### src/rtl/fuzzy_pkg.sv
// Shared types and helpers for the fuzzy coprocessor loop controller.
//   temp_t       : signed 8-bit temperature / delta-temperature value
//   loop_state_t : controller sequencing states
//   sat8         : clamp a signed 9-bit value into the signed 8-bit range
package fuzzy_pkg;

    typedef logic signed [7:0] temp_t;

    typedef enum logic [2:0] {
        IDLE,
        FETCH,
        ISSUE,
        WAIT_RES,
        WAIT_TICK
    } loop_state_t;

    // The top two bits disagree exactly when the value falls outside [-128, 127].
    function automatic temp_t sat8(input logic signed [8:0] x);
        if (x[8] != x[7]) begin
            return x[8] ? temp_t'(8'h80) : temp_t'(8'h7F);
        end
        return temp_t'(x[7:0]);
    endfunction

endpackage

### src/rtl/loop_timer.sv
// Loadable down-counter that stops at zero.
//   clk, rst_n : clock and asynchronous active-low reset
//   load       : load load_val this cycle (takes priority over counting)
//   load_val   : value to load
//   value      : current count
//   zero       : count is zero
module loop_timer #(
    parameter int unsigned W = 16
) (
    input  logic         clk,
    input  logic         rst_n,
    input  logic         load,
    input  logic [W-1:0] load_val,
    output logic [W-1:0] value,
    output logic         zero
);

    logic [W-1:0] cnt_q;

    always_ff @(posedge clk or negedge rst_n) begin
        if (!rst_n) begin
            cnt_q <= '0;
        end else if (load) begin
            cnt_q <= load_val;
        end else if (cnt_q != '0) begin
            cnt_q <= cnt_q - W'(1);
        end
    end

    assign value = cnt_q;
    assign zero  = (cnt_q == '0);

endmodule

### src/rtl/fuzzy_loop_ctrl.sv
// Closed-loop sequencer for the fuzzy coprocessor core. Each period it takes a
// temperature sample, forms dT against the previous sample, starts the core and
// waits for its result under a watchdog.
//   clk, rst_n          : clock, asynchronous active-low reset
//   en, period, clr_err : loop enable, cycles between runs (0 acts as 1), error clear
//   s_valid/s_ready/s_T : sensor sample handshake
//   cp_start/cp_init    : core start pulse and init qualifier
//   cp_T/cp_dT          : registered operands to the core
//   cp_valid/cp_G       : core result
//   res_G/res_valid     : last captured result and its one-cycle strobe
//   busy, err_timeout   : not idle, sticky watchdog flag
//   run_cnt             : completed runs (wraps)
module fuzzy_loop_ctrl
    import fuzzy_pkg::*;
#(
    parameter int unsigned PERIOD_W = 16,
    parameter int unsigned TIMEOUT  = 64
) (
    input  logic                clk,
    input  logic                rst_n,
    input  logic                en,
    input  logic [PERIOD_W-1:0] period,
    input  logic                clr_err,
    input  logic                s_valid,
    output logic                s_ready,
    input  temp_t               s_T,
    output logic                cp_start,
    output logic                cp_init,
    output temp_t               cp_T,
    output temp_t               cp_dT,
    input  logic                cp_valid,
    input  logic [7:0]          cp_G,
    output logic [7:0]          res_G,
    output logic                res_valid,
    output logic                busy,
    output logic                err_timeout,
    output logic [7:0]          run_cnt
);

    // One timer serves both the watchdog and the period wait; they never overlap.
    localparam int unsigned TW = (PERIOD_W > $clog2(TIMEOUT)) ? PERIOD_W : $clog2(TIMEOUT);

    loop_state_t state_q, state_d;
    logic        first_q, first_d;
    temp_t       t_prev_q, t_prev_d;
    temp_t       cp_t_q, cp_t_d;
    temp_t       cp_dt_q, cp_dt_d;
    logic [7:0]  res_g_q, res_g_d;
    logic        res_valid_q, res_valid_d;
    logic        err_q, err_d;
    logic [7:0]  run_cnt_q, run_cnt_d;

    logic                tmr_load;
    logic [TW-1:0]       tmr_val;
    logic                tmr_zero;
    logic [TW-1:0]       unused_tmr_value;
    logic [PERIOD_W-1:0] period_ld;
    logic signed [8:0]   diff;
    logic                run_done;

    loop_timer #(
        .W(TW)
    ) u_timer (
        .clk      (clk),
        .rst_n    (rst_n),
        .load     (tmr_load),
        .load_val (tmr_val),
        .value    (unused_tmr_value),
        .zero     (tmr_zero)
    );

    // Loaded on WAIT_TICK entry so the state lasts max(period,1) cycles.
    assign period_ld = (period == '0) ? '0 : period - PERIOD_W'(1);
    assign diff      = {s_T[7], s_T} - {t_prev_q[7], t_prev_q};

    always_comb begin
        state_d     = state_q;
        first_d     = first_q;
        t_prev_d    = t_prev_q;
        cp_t_d      = cp_t_q;
        cp_dt_d     = cp_dt_q;
        res_g_d     = res_g_q;
        res_valid_d = 1'b0;
        err_d       = err_q;
        run_cnt_d   = run_cnt_q;
        tmr_load    = 1'b0;
        tmr_val     = TW'(TIMEOUT - 1);
        run_done    = 1'b0;

        // A timeout firing below overrides this clear.
        if (clr_err) begin
            err_d = 1'b0;
        end

        unique case (state_q)
            IDLE: begin
                first_d = 1'b1;
                if (en) begin
                    state_d = FETCH;
                end
            end
            FETCH: begin
                if (!en) begin
                    state_d = IDLE;
                    first_d = 1'b1;
                end else if (s_valid) begin
                    cp_t_d   = s_T;
                    cp_dt_d  = first_q ? temp_t'(8'h00) : sat8(diff);
                    t_prev_d = s_T;
                    state_d  = ISSUE;
                end
            end
            ISSUE: begin
                first_d  = 1'b0;
                tmr_load = 1'b1;
                tmr_val  = TW'(TIMEOUT - 1);
                state_d  = WAIT_RES;
            end
            WAIT_RES: begin
                // A result arriving on the last watchdog cycle still counts.
                if (cp_valid) begin
                    res_g_d     = cp_G;
                    res_valid_d = 1'b1;
                    run_cnt_d   = run_cnt_q + 8'd1;
                    run_done    = 1'b1;
                end else if (tmr_zero) begin
                    err_d    = 1'b1;
                    first_d  = 1'b1;
                    run_done = 1'b1;
                end
                if (run_done) begin
                    if (en) begin
                        state_d  = WAIT_TICK;
                        tmr_load = 1'b1;
                        tmr_val  = TW'(period_ld);
                    end else begin
                        state_d = IDLE;
                        first_d = 1'b1;
                    end
                end
            end
            WAIT_TICK: begin
                if (!en) begin
                    state_d = IDLE;
                    first_d = 1'b1;
                end else if (tmr_zero) begin
                    state_d = FETCH;
                end
            end
            default: begin
                state_d = IDLE;
                first_d = 1'b1;
            end
        endcase
    end

    always_ff @(posedge clk or negedge rst_n) begin
        if (!rst_n) begin
            state_q     <= IDLE;
            first_q     <= 1'b1;
            t_prev_q    <= '0;
            cp_t_q      <= '0;
            cp_dt_q     <= '0;
            res_g_q     <= '0;
            res_valid_q <= 1'b0;
            err_q       <= 1'b0;
            run_cnt_q   <= '0;
        end else begin
            state_q     <= state_d;
            first_q     <= first_d;
            t_prev_q    <= t_prev_d;
            cp_t_q      <= cp_t_d;
            cp_dt_q     <= cp_dt_d;
            res_g_q     <= res_g_d;
            res_valid_q <= res_valid_d;
            err_q       <= err_d;
            run_cnt_q   <= run_cnt_d;
        end
    end

    assign s_ready     = (state_q == FETCH) && en;
    assign cp_start    = (state_q == ISSUE);
    assign cp_init     = (state_q == ISSUE) && first_q;
    assign cp_T        = cp_t_q;
    assign cp_dT       = cp_dt_q;
    assign res_G       = res_g_q;
    assign res_valid   = res_valid_q;
    assign busy        = (state_q != IDLE);
    assign err_timeout = err_q;
    assign run_cnt     = run_cnt_q;

endmodule

### config.mk
export PLATFORM = sky130hd
export DESIGN_NAME = fuzzy_loop_ctrl
export DESIGN_NICKNAME = d
export VERILOG_FILES = /design/src/rtl/fuzzy_pkg.sv /design/src/rtl/loop_timer.sv /design/src/rtl/fuzzy_loop_ctrl.sv
export SDC_FILE = /design/constraint.sdc
export NUM_CORES = 1
export LEC_CHECK = 0
export ABC_CLOCK_PERIOD_IN_PS = 3800
export CAP_MARGIN = 0
export CORE_MARGIN = 3
export CORE_UTILIZATION = 25
export DETAILED_ROUTE_END_ITERATION = 10
export PLACE_DENSITY_LB_ADDON = 0.12
export REMOVE_ABC_BUFFERS = 1
export SLEW_MARGIN = 20
export SYNTH_ARGS = -nofsm -noshare
export SYNTH_HDL_FRONTEND = slang
export SYNTH_SLANG_ARGS = --single-unit
### constraint.sdc
create_clock -name clk -period 3.8 [get_ports clk]
set_clock_uncertainty 0.15 [all_clocks]
set_input_delay 0.76 -clock clk [delete_from_list [all_inputs] [get_ports clk]]
set_output_delay 0.76 -clock clk [all_outputs]
set_load 0.01 [all_outputs]
==> results.py <==
metrics = {
    "run_status": {
        "status": "finished clean",
    },
    "synth": {
        "synth_enable_flop_cells": 0,
        "syn_area_mm2": 0.00324,
        "synth_seq_area_share_pct": 41.8,
        "ys_seq_elements": 54,
        "synth_cell_types": 57,
        "yosys.area.top_type_share_pct": 41.0,
        "syn_inst": 352,
        "synth.area.top_cells": "dfrtp_1 41%, xnor2_1 7.6%, nand2_1 7.0%, ha_1 4.6%, nor2_1 2.8%",
        "syn_area_per_cell_um2": 9.19,
        "ys.flop_type": "dfrtp_1",
        "synthArstFlopShare_pct": 100,
        "yosys_warnings": 0,
        "post-synth-top-area-cell": "dfrtp_1",
    },
    "global_route": {
        "grt.overflow.total": 0,
        "grt_use_total_pct": 11.4,
        "antenna_found_initial": 0,
        "grt_pass1_wl_mm": 13.4,
        "grt_pass1_vias": 2695,
        "grt_max_degree": 40,
    },
    "power_and_ir_drop": {
        "p_per_area_mw_per_mm2": 700,
        "vdd_ir_drop_max_mv": 0.278,
        "p_comb_share_pct": 51.0,
        "leakagePower_nw": 1.82,
        "seqPwrFrac_pct": 33.1,
        "p_sw_share_pct": 38.7,
        "p_clk_share_pct": 16.0,
        "p_int_mw": 1.87,
        "power_switching_mw": 1.18,
    },
    "critical_path": {
        "cpPeakStageDelay_ns": 0.63,
        "required_ns": 2.89,
        "path_class": "in2out",
        "crit_path_end_kind": "primary output",
        "crit_fanout": 5,
        "arrival_ns": 2.54,
        "cpMaxStageDelayCell": "clkdlybuf4s50_1",
        "worstPathCellList": "clkdlybuf4s50_1 > nor2b_1 > nor3b_1 > clkdlybuf4s50_1",
        "crit_top_cell": "clkdlybuf4s50_1",
        "cp-start-kind": "primary input",
    },
    "routing": {
        "antenna_left": 0,
        "drtIter0Drc": 97,
        "firstDrtPassIters": 6,
        "detail_route.vias_per_cell": 4.56,
        "vias": 2746,
        "drc_errors": 0,
        "finalWirelength_mm": 8.12,
        "wire_per_inst_um": 13.5,
    },
    "clock_network": {
        "insertion_delay_ns": 0.29,
        "cts_tree": "done",
        "htree_levels": 2,
        "cts_resized": 0,
        "clkTransAtPathRegs_ns": 0.08,
        "root_buffer": "clkbuf_16",
        "hold_buffers": 0,
        "cts.sinks": 54,
        "cts_buffer_depth": 2,
        "cts_buffers": 5,
        "post_cts_buffers": 0,
    },
    "layout": {
        "area_growth_pct": 34.5,
        "nets": 484,
        "diodes": 0,
        "drive_above_1_share_pct": 8.29,
        "stdcell_area_mm2": 0.00435,
        "fin_cells": 602,
    },
    "floorplan": {
        "start_util_pct": 26.3,
        "die_y_um": 120,
        "core-area_mm2": 0.0123,
        "io-pin-count": 76,
        "die_area_mm2": 0.0143,
        "die_w_um": 120,
        "rows": 40,
    },
    "timing": {
        "rsz0062_at_grt": "false",
        "whs_ns": 0.329,
        "fmax_ghz": 0.290,
        "period_share_pct": 90.7,
        "final-hold-violation-count": 0,
        "drv_slew": 0,
        "setup_tns_ns": 0,
        "tightest_slew_ns": 0.900,
        "setup_violations": 0,
        "period_needed_ns": 3.45,
        "timing.slew.headroom_pct": 40.0,
    },
    "placed_design": {
        "placed_cells": 594,
        "dpl.hpwl_mm": 6.21,
        "gp_congestion": 0.774,
        "io_buffers": 75,
        "placed_cell_area_mm2": 0.00420,
    },
    "flow_run": {
        "maxCapViolations": 0,
    },
    "worst_hold_path": {
        "hold_class": "reg2reg",
    },
}
==> flip-flops by register name, indices dropped and copies added (netlist names) <==
register,cells
cp_T,8
cp_dT,8
err_timeout,1
first_q,1
res_G,8
res_valid,1
run_cnt,8
state_q,3
u_timer.value,16
==> worst paths after layout <==
kind,slack [ns],from,cells after the start,to
max in group asynchronous,2.30,rst_n,2,u_timer.value[14]
max reg2reg,1.21,u_timer.value[9],5,u_timer.value[3]
min in group asynchronous,0.44,rst_n,1,cp_T[1]
min reg2reg,0.33,run_cnt[7],1,run_cnt[7]
max,0.35,en,4,s_ready
min,0.33,run_cnt[7],1,run_cnt[7]
==> area by class of cell <==
cell class,instances,area [µm²]
Clock buffer,5,125
Clock inverter,3,28.8
Fill cell,1331,7960
Inverter,21,78.8
Multi-Input combinational cell,270,1770
Sequential cell,54,1350
Tap cell,168,210
Timing Repair Buffer,81,791
==> layer usage <==
metal | vias up | track usage [%] | wire, µm
li1 | 1400 | - | -
met1 | 1292 | 15.3 | 3800
met2 | 50 | 18.6 | 3870
met3 | 4 | 2.83 | 383
met4 | 0 | 2.36 | 59
met5 | - | 0 | 0
==> power groups by stage <==
stage	sequential (mW)	clock [mW]	combinational [mW]
after floorplan	1.05	0	0.908
after global placement	1.02	0	1.56
after detailed placement	1.02	0	1.57
after CTS	1.01	0.506	1.58
after global routing	1.05	0.530	1.74
final	1.01	0.487	1.55
==> stage by stage <==
step | util [%] | setup slack, ns | total power, mW
floorplan | - | 1.06 | 1.95
global placement | 34.1 | 0.328 | 2.58
detailed placement | 34.1 | 0.349 | 2.59
CTS | 35.4 | 0.321 | 3.10
global route | 35.4 | 0.204 | 3.31
finish | 35.4 | 0.355 | 3.05
==> cell families after synthesis <==
logic type,synth area share (%)
simple gates,21.1
compound gates,13.9
flops,41.8
xor+xnor,9.75
buf+inv,3.60
fa+ha+maj,7.12
mux,2.75
==> Yosys cell counts, types with 5 or more instances <==
| cell | number |
|---|---|
| clkbuf_1 | 5 |
| nor3_1 | 11 |
| ha_1 | 12 |
| o21ai_0 | 15 |
| mux2_2 | 7 |
| nand3_1 | 6 |
| dfrtp_1 | 53 |
| nor2_1 | 24 |
| inv_1 | 21 |
| xor2_1 | 8 |
| maj3_1 | 6 |
| a21oi_1 | 15 |
| or3_1 | 5 |
| o22ai_1 | 11 |
| nand2_1 | 60 |
| xnor2_1 | 28 |
==> layout by cell type, fill, tap and decap left out, drive strengths merged, types with 7 or more instances in the layout <==
cell	n
mux2	7
dfrtp	53
nor3	11
o22ai	11
xnor2	28
a21oi	16
xor2	8
inv	23
ha	12
nor2	25
clkdlybuf4s50	74
nand2	60
buf	7
o21ai	17
==> worst max-delay path: cells and delay by family <==
kind / cells / cell delay (ns)
buf+inv: 2 / 1.16
simple gates: 2 / 0.62
Note: power is estimated with default switching activity, not from simulation.
